`src/rtl/muldiv_ctrl_if.sv`:
```
// Request, unit and result signals between the pipeline/mult/div units and muldiv_ctrl.
// slave = the sequencer's view; master = the pipeline and units driving it.
interface muldiv_ctrl_if #(
    parameter int N_BITS = 32
);
    logic              op_start;
    logic              op_sel;
    logic [N_BITS-1:0] srcA;
    logic [N_BITS-1:0] srcB;
    logic              hi_we;
    logic              lo_we;
    logic [N_BITS-1:0] wr_data;
    logic [N_BITS-1:0] unitA;
    logic [N_BITS-1:0] unitB;
    logic              multCtrl;
    logic              divCtrl;
    logic [N_BITS-1:0] mult_hi;
    logic [N_BITS-1:0] mult_lo;
    logic [N_BITS-1:0] div_hi;
    logic [N_BITS-1:0] div_lo;
    logic [N_BITS-1:0] hi;
    logic [N_BITS-1:0] lo;
    logic              busy;
    logic              stall;
    logic              done;
    logic              div_zero;

    modport slave (
        input  op_start, op_sel, srcA, srcB, hi_we, lo_we, wr_data,
        input  mult_hi, mult_lo, div_hi, div_lo,
        output unitA, unitB, multCtrl, divCtrl, hi, lo, busy, stall, done, div_zero
    );

    modport master (
        output op_start, op_sel, srcA, srcB, hi_we, lo_we, wr_data,
        output mult_hi, mult_lo, div_hi, div_lo,
        input  unitA, unitB, multCtrl, divCtrl, hi, lo, busy, stall, done, div_zero
    );
endinterface

```
`src/rtl/muldiv_ctrl.sv`:
```
// Sequences MULT/DIV requests to external units and owns HI/LO; optional MULDIV_DIVZERO_EN short-circuits DIV by zero.
// Latency: done pulses LAT+1 edges after op acceptance (2 edges for a short-circuited divide by zero).
// Backpressure: stall while busy; requests/writes during busy are ignored and must be held by the requester.
module muldiv_ctrl #(
    parameter int N_BITS      = 32,
    parameter int MULT_CYCLES = 32,
    parameter int DIV_CYCLES  = 32,
    parameter int CNT_W       = 6
) (
    input  logic          clk,
    input  logic          reset,
    muldiv_ctrl_if.slave  bus
);
    typedef enum logic [1:0] {
        IDLE = 2'd0,
        RUN  = 2'd1,
        CAPT = 2'd2
    } state_t;

    state_t            state;
    logic [CNT_W-1:0]  cnt;
    logic              sel_q;
    logic              dz_q;
    logic              div_zero_q;
    logic [N_BITS-1:0] unit_a_q;
    logic [N_BITS-1:0] unit_b_q;
    logic [N_BITS-1:0] hi_q;
    logic [N_BITS-1:0] lo_q;
    logic              mult_go;
    logic              div_go;
    logic              busy_q;
    logic              done_q;
    logic              div_by_zero;

`ifdef MULDIV_DIVZERO_EN
    assign div_by_zero = bus.op_sel && (bus.srcB == '0);
`else
    assign div_by_zero = 1'b0;
`endif

    always_ff @(posedge clk or negedge reset) begin
        if (!reset) begin
            state      <= IDLE;
            cnt        <= '0;
            sel_q      <= 1'b0;
            dz_q       <= 1'b0;
            div_zero_q <= 1'b0;
            unit_a_q   <= '0;
            unit_b_q   <= '0;
            hi_q       <= '0;
            lo_q       <= '0;
            mult_go    <= 1'b0;
            div_go     <= 1'b0;
            busy_q     <= 1'b0;
            done_q     <= 1'b0;
        end else begin
            mult_go <= 1'b0;
            div_go  <= 1'b0;
            done_q  <= 1'b0;
            unique case (state)
                // CAPT is the done cycle; it accepts work exactly like IDLE so ops can run back to back.
                IDLE, CAPT: begin
                    if (bus.op_start) begin
                        unit_a_q <= bus.srcA;
                        unit_b_q <= bus.srcB;
                        sel_q    <= bus.op_sel;
                        dz_q     <= div_by_zero;
                        busy_q   <= 1'b1;
                        state    <= RUN;
                        if (div_by_zero) begin
                            cnt <= CNT_W'(1);
                        end else begin
                            mult_go <= !bus.op_sel;
                            div_go  <= bus.op_sel;
                            cnt     <= bus.op_sel ? CNT_W'(DIV_CYCLES) : CNT_W'(MULT_CYCLES);
                        end
                    end else begin
                        state <= IDLE;
                        if (bus.hi_we) hi_q <= bus.wr_data;
                        if (bus.lo_we) lo_q <= bus.wr_data;
                    end
                end
                RUN: begin
                    if (cnt != '0) begin
                        cnt <= cnt - 1'b1;
                    end else begin
                        if (dz_q) begin
                            div_zero_q <= 1'b1;
                        end else begin
                            hi_q <= sel_q ? bus.div_hi : bus.mult_hi;
                            lo_q <= sel_q ? bus.div_lo : bus.mult_lo;
                        end
                        done_q <= 1'b1;
                        busy_q <= 1'b0;
                        state  <= CAPT;
                    end
                end
                default: state <= IDLE;
            endcase
        end
    end

    assign bus.unitA    = unit_a_q;
    assign bus.unitB    = unit_b_q;
    assign bus.multCtrl = mult_go;
    assign bus.divCtrl  = div_go;
    assign bus.hi       = hi_q;
    assign bus.lo       = lo_q;
    assign bus.busy     = busy_q;
    assign bus.stall    = busy_q;
    assign bus.done     = done_q;
    assign bus.div_zero = div_zero_q;
endmodule

```
`src/flat_wrapper.sv`:
```
// flat-port wrapper written by rule: the top's interface ports become plain ports
module muldiv_ctrl_flat 
#(
    parameter int N_BITS      = 32,
    parameter int MULT_CYCLES = 32,
    parameter int DIV_CYCLES  = 32,
    parameter int CNT_W       = 6
)
  (clk, reset, bus_op_start, bus_op_sel, bus_srcA, bus_srcB, bus_hi_we, bus_lo_we, bus_wr_data, bus_mult_hi, bus_mult_lo, bus_div_hi, bus_div_lo, bus_unitA, bus_unitB, bus_multCtrl, bus_divCtrl, bus_hi, bus_lo, bus_busy, bus_stall, bus_done, bus_div_zero);
  muldiv_ctrl_if #(.N_BITS(N_BITS)) bus_i ();
  input  logic clk;
  input  logic reset;
  input wire logic [$bits(bus_i.op_start)-1:0] bus_op_start;
  input wire logic [$bits(bus_i.op_sel)-1:0] bus_op_sel;
  input wire logic [$bits(bus_i.srcA)-1:0] bus_srcA;
  input wire logic [$bits(bus_i.srcB)-1:0] bus_srcB;
  input wire logic [$bits(bus_i.hi_we)-1:0] bus_hi_we;
  input wire logic [$bits(bus_i.lo_we)-1:0] bus_lo_we;
  input wire logic [$bits(bus_i.wr_data)-1:0] bus_wr_data;
  input wire logic [$bits(bus_i.mult_hi)-1:0] bus_mult_hi;
  input wire logic [$bits(bus_i.mult_lo)-1:0] bus_mult_lo;
  input wire logic [$bits(bus_i.div_hi)-1:0] bus_div_hi;
  input wire logic [$bits(bus_i.div_lo)-1:0] bus_div_lo;
  output wire logic [$bits(bus_i.unitA)-1:0] bus_unitA;
  output wire logic [$bits(bus_i.unitB)-1:0] bus_unitB;
  output wire logic [$bits(bus_i.multCtrl)-1:0] bus_multCtrl;
  output wire logic [$bits(bus_i.divCtrl)-1:0] bus_divCtrl;
  output wire logic [$bits(bus_i.hi)-1:0] bus_hi;
  output wire logic [$bits(bus_i.lo)-1:0] bus_lo;
  output wire logic [$bits(bus_i.busy)-1:0] bus_busy;
  output wire logic [$bits(bus_i.stall)-1:0] bus_stall;
  output wire logic [$bits(bus_i.done)-1:0] bus_done;
  output wire logic [$bits(bus_i.div_zero)-1:0] bus_div_zero;
  assign bus_i.op_start = bus_op_start;
  assign bus_i.op_sel = bus_op_sel;
  assign bus_i.srcA = bus_srcA;
  assign bus_i.srcB = bus_srcB;
  assign bus_i.hi_we = bus_hi_we;
  assign bus_i.lo_we = bus_lo_we;
  assign bus_i.wr_data = bus_wr_data;
  assign bus_i.mult_hi = bus_mult_hi;
  assign bus_i.mult_lo = bus_mult_lo;
  assign bus_i.div_hi = bus_div_hi;
  assign bus_i.div_lo = bus_div_lo;
  assign bus_unitA = bus_i.unitA;
  assign bus_unitB = bus_i.unitB;
  assign bus_multCtrl = bus_i.multCtrl;
  assign bus_divCtrl = bus_i.divCtrl;
  assign bus_hi = bus_i.hi;
  assign bus_lo = bus_i.lo;
  assign bus_busy = bus_i.busy;
  assign bus_stall = bus_i.stall;
  assign bus_done = bus_i.done;
  assign bus_div_zero = bus_i.div_zero;
  muldiv_ctrl #(.N_BITS(N_BITS), .MULT_CYCLES(MULT_CYCLES), .DIV_CYCLES(DIV_CYCLES), .CNT_W(CNT_W)) u_core (.clk(clk), .reset(reset), .bus(bus_i));
endmodule
```
`config.mk`:
```
export PLATFORM = sky130hd
export DESIGN_NAME = muldiv_ctrl_flat
export DESIGN_NICKNAME = d
export VERILOG_FILES = /design/src/rtl/muldiv_ctrl_if.sv /design/src/rtl/muldiv_ctrl.sv /design/src/flat_wrapper.sv
export SDC_FILE = /design/constraint.sdc
export NUM_CORES = 1
export LEC_CHECK = 0
export ABC_CLOCK_PERIOD_IN_PS = 3100
export BUFFER_PORTS_ARGS = -buffer_cell sky130_fd_sc_hd__buf_2
export CORE_AREA = 2 2 140 142
export DETAILED_ROUTE_END_ITERATION = 10
export DIE_AREA = 0 0 142 144
export PLACE_DENSITY = 0.68
export SYNTH_ARGS = -nofsm -noshare
export SYNTH_HDL_FRONTEND = slang
export SYNTH_SLANG_ARGS = --single-unit
```
`constraint.sdc`:
```
create_clock -name clk -period 3.1 [get_ports clk]
set_clock_uncertainty 0.2 [all_clocks]
set_input_delay 0.465 -clock clk [delete_from_list [all_inputs] [get_ports clk]]
set_output_delay 0.465 -clock clk [all_outputs]
set_load 0.01 [all_outputs]
```
# ---- Word-level counts from Yosys, hierarchy flattened
# Cells that the tools add are included.
# W data, S select, Z words.
dict set report word_totals {
  reg_bits 141
  inputBits 230
  out_inout_bits 134
  elab_cells 55
}
dict set report classes {
  add_sub_neg 1
  n_eq_ne 8
  mux 25
  reduce_logical 10
}
# operator count
set op_table {}
lappend op_table {{$mux W32} 8}
lappend op_table {{$pmux W32 S2} 2}
lappend op_table {{$mux W6} 2}
lappend op_table {{$pmux W6 S2} 1}
lappend op_table {{$ne A2 B2 Y1 const B} 5}
lappend op_table {{$mux W1} 9}
lappend op_table {{$reduce_and A4 Y1} 2}
lappend op_table {{$reduce_and A3 Y1} 2}
lappend op_table {{$reduce_bool A6 Y1} 1}
lappend op_table {{$sub A6 B1 Y6 const B} 1}
lappend op_table {{$pmux W2 S2} 1}
lappend op_table {{$eq A2 B1 Y1 const B} 1}
lappend op_table {{$eq A2 B2 Y1 const B} 1}
lappend op_table {{$logic_not A2 Y1} 1}
lappend op_table {{$mux W2} 1}
lappend op_table {{$ne A2 B1 Y1 const B} 1}
lappend op_table {{$pmux W1 S2} 1}
lappend op_table {{$reduce_and A2 Y1} 1}
lappend op_table {{$reduce_bool A2 Y1} 1}
lappend op_table {{$reduce_or A2 Y1} 1}
lappend op_table {{$logic_not A1 Y1} 1}

# ---- Depth between registers and ports, before layout
dict set report depth {
  ltp_word 4
  depth_mapped 7
  depth_no_buf 5
}

# ---- Worst setup path before layout
# Ideal clock, no wire load.
dict set report synth_timing {
  kind {reg2reg}
  start {register u_core.cnt[0]}
  end {register u_core.hi_q[12], in the netlist u_core.bus.hi[12]}
  setup_ns 0.151
  arrival_time_ns 1.489
  required_time_ns 2.749
  slack_ns 1.260
  path_stages_with_launch 8
  path_buffers 2
  period_less_slack_ns 1.840
  cell_sequence {dfrtp_1 > inv_1 > ha_1 > and4bb_1 > buf_4 > buf_2 > a211oi_1 > a221oi_2}
}
dict set report synth_between {
  elab_chain_cells 3
}
# element line
set synth_lines {}
lappend synth_lines {{start, declared} muldiv_ctrl.sv:21} ;# logic [CNT_W-1:0] cnt;
lappend synth_lines {{start signal, assigned} muldiv_ctrl.sv:75} ;# cnt <= bus.op_sel ? CNT_W'(DIV_CYCLES) : CNT_W'(MULT_CYCLES);
lappend synth_lines {{start signal, assigned} muldiv_ctrl.sv:85} ;# cnt <= cnt - 1'b1;
lappend synth_lines {{$reduce_bool A6 Y1} muldiv_ctrl.sv:84} ;# if (cnt != '0) begin
lappend synth_lines {{$ne A2 B2 Y1 (no line)} n/a}
lappend synth_lines {{$reduce_and A4 Y1 (no line)} n/a}
lappend synth_lines {{end signal, assigned} muldiv_ctrl.sv:79} ;# if (bus.hi_we) hi_q <= bus.wr_data;
lappend synth_lines {{end signal, assigned} muldiv_ctrl.sv:90} ;# hi_q <= sel_q ? bus.div_hi : bus.mult_hi;
lappend synth_lines {{end, declared} muldiv_ctrl.sv:27} ;# logic [N_BITS-1:0] hi_q;
# No other way between the ends.
# A chain may end at the register's enable or synchronous reset.

# ---- Worst setup path after layout
dict set report layout_timing {
  start {register u_core.cnt[0]}
  end {register u_core.lo_q[0], in the netlist u_core.bus.lo[0]}
}
dict set report layout_between {
  elab_chain_cells 3
}
# element line
set layout_lines {}
lappend layout_lines {{$reduce_bool A6 Y1} muldiv_ctrl.sv:84}
lappend layout_lines {{$ne A2 B2 Y1 (no line)} n/a}
lappend layout_lines {{$reduce_and A4 Y1 (no line)} n/a}
lappend layout_lines {{end signal, assigned} muldiv_ctrl.sv:80} ;# if (bus.lo_we) lo_q <= bus.wr_data;
lappend layout_lines {{end signal, assigned} muldiv_ctrl.sv:91} ;# lo_q <= sel_q ? bus.div_lo : bus.mult_lo;
lappend layout_lines {{end, declared} muldiv_ctrl.sv:28} ;# logic [N_BITS-1:0] lo_q;
# No other way between the ends.

==> results.ini <==
[critical_path]
worstSetupStartpointType=flop
worstSetupPathType=reg -> reg
cp-end-kind=flop
r2r_cells=6
ff2ff_setup_slack_ns=0.76
r2r-start=u_core.cnt[0]
reg2reg_to=u_core.bus.lo[0]
cp_data_required_time_ns=3.20
crit_arrival_ns=2.44
crit_path_start=u_core.cnt[0]
worstPathMaxFanout=65
endpoint=u_core.bus.lo[0]

[cts]
clkLatencyLatePin_ns=0.41
hold_buffers=2
clk_root_buffer_cell=clkbuf_16
htreeDepth=4
cts_post_setup_buffers_inserted=0
cts_tree=done
cts_resized=0
path_clk_slew_ns=0.07
cts_sinks=141
cts_buffers=17
clockBufferDepth=2

[worst_hold_path]
min_path_cells=3
hp-class=in -> reg

[finish]
fin_cells=1253
finalNetCount=1231
syn_to_final_growth_pct=36.71
drive_above_1_share=0.4595

[die]
die-height_um=144
start_util=0.3668
io_pins=364
die_area_um2=20450
core_area_um2=19080
fp.dieW_um=142
rows=51

[power]
netSwitchingFraction=0.4058
seqPwrFrac=0.362
leakage_nw=4.891
power_density_nw_per_um2=963.1
max-vdd-ir-drop_uv=424.0
comb_power_share=0.426
power.switching_mw=3.739
intPower_mw=5.475
clockPowerShare=0.212

[route]
drc=0
viasPerCell=5.190
vias=6503
drtAntennaViolNets=0
drtIter0Drc=421
firstDrtPassIters=5
wl_per_cell_um=17.49
wl_um=21920

[timing]
finalCriticalPeriod_ns=2.340
hold_slack_ns=0.02874
final_max_slew_viol_count=0
hold_viol_final=0
setup-tns-final_ns=0
setup_viol=0
min_period_over_period=0.7550
relSlewSlack=0.5005
fmax_ghz=0.4273
rsz0062_at_grt=no
tightest_slew_ns=0.7493

[place]
io_buffers=362
dpl.hpwl_um=15760
gp_congestion=0.8011
dp.cells=1216

[yosys]
ys_async_sr_fraction=1.000
synth_seq_cells=141
syn_area_per_cell_um2=10.55
yosysWarnings=0
yosysTopAreaCell=dfrtp_1
synth_top_area_share=0.5042
seq_area_frac_synth=0.5042
synth-edff-count=0
synth_area_um2=6998
synth_commonest_cells=197 x nand2_1, 141 x dfrtp_1, 68 x mux2i_1, 64 x a211oi_1, 45 x a221oi_2
synth_most_common_cell=nand2_1
ys_types=35
synthCells=663
ys.flop_type=dfrtp_1
syn_nets=895
synth.area.top_cells=dfrtp_1 50%, nand2_1 11%, mux2i_1 9.7%

[global_route]
grt_usage=0.2073
grt_pass1_vias=6227
grt_pass1_wl_um=32940
antenna_found_initial=3
grt_max_degree=68
grt.overflow.total=0

[run]
drv_cap=0

[outcome]
status=finished, final reports clean

## critical path: stages (launching register included)
cell and delay (ns):
dfrtp_1 0.42, inv_1 0.11, ha_1 0.20, and4bb_2 0.25, buf_4 0.56, a211oi_1 0.17
a221oi_1 0.29
## power groups by stage
stage / sequential [mW] / clock (mW) / combinational, mW
floorplan: 3.58 / 0 / 2.17
CTS: 3.34 / 2.00 / 3.95
detailed placement: 3.33 / 0 / 3.96
finish: 3.34 / 1.96 / 3.92
global placement: 3.35 / 0 / 3.86
global route: 3.45 / 2.09 / 4.28
## cells by family (layout without fill, tap and decap cells)
kind of cell,after synthesis,in the layout,synth area share
other cells,1,4,0.0005359
compound gates,136,136,0.1986
buf+inv,65,414,0.05113
mux,68,68,0.09726
simple gates,250,250,0.1446
flops,141,141,0.5042
fa+ha+maj,2,2,0.003575
## layout by cell type, fill, tap and decap left out, types with 2 or more instances in the layout
cell,Yosys,routed
clkbuf_16,0,17
clkinvlp_4,0,4
inv_6,0,6
inv_1,4,4
buf_4,10,10
dfrtp_1,141,139
inv_8,0,3
dlygate4sd3_1,0,2
a221oi_1,19,19
a221oi_2,45,45
ha_1,2,2
nor3b_4,0,2
buf_12,0,4
buf_2,31,361
diode_2,0,3
mux2i_1,68,68
and2_1,2,2
a211oi_1,64,64
nand2_1,197,197
nor2_1,35,35
nor2b_4,0,3
## layout make-up
type                    count  area, um^2
well taps                 238       297.8
inverters                   4       15.01
flip-flops and latches    141        3533
clock inverters            14       125.1
diodes                      3       7.507
multi-input cells         457        3156
fillers                  1784        9513
clock buffers              18       439.2
repair buffers            378        1993
## metrics by stage
stage | setup slack, ns | util | area (um^2) | power (mW)
after global placement | 0.8764 | 0.4704 | 8975 | 7.203
after CTS | 0.7619 | 0.5010 | 9559 | 9.291
after detailed placement | 0.7837 | 0.4704 | 8975 | 7.295
after floorplan | 1.260 | - | 6998 | 5.748
after global routing | 0.5778 | 0.5014 | 9567 | 9.820
final | 0.7595 | 0.5014 | 9567 | 9.213
## per-layer routing
metal / part of all wire / vias to the layer above / track usage
li1: - / 3067 / -
met1: 0.42 / 3080 / 0.2638
met2: 0.47 / 321 / 0.3336
met3: 0.080 / 35 / 0.05662
met4: 0.026 / 0 / 0.08895
met5: 0 / - / 0
## sequential cells by signal, summed over array words and instances, names as in the netlist
signal / cells
u_core.cnt: 6
u_core.bus.unitA: 32
u_core.bus.hi: 32
u_core.state: 2
u_core.bus.divCtrl: 1
u_core.bus.unitB: 32
u_core.bus.multCtrl: 1
u_core.bus.done: 1
u_core.bus.busy: 1
u_core.bus.lo: 32
u_core.sel_q: 1
## worst min-delay path by stage
stage                               from  slack [ns]              endpoint
floorplan                          reset       -0.03       u_core.bus.busy
global placement    u_core.bus.unitB[10]        0.25  u_core.bus.unitB[10]
detailed placement  u_core.bus.unitB[31]        0.26  u_core.bus.unitB[31]
CTS                         bus_srcA[27]       0.004  u_core.bus.unitA[27]
global route                 bus_srcA[0]        0.02   u_core.bus.unitA[0]
finish                      bus_srcA[28]        0.03  u_core.bus.unitA[28]
(Power assumes the default switching activity.)
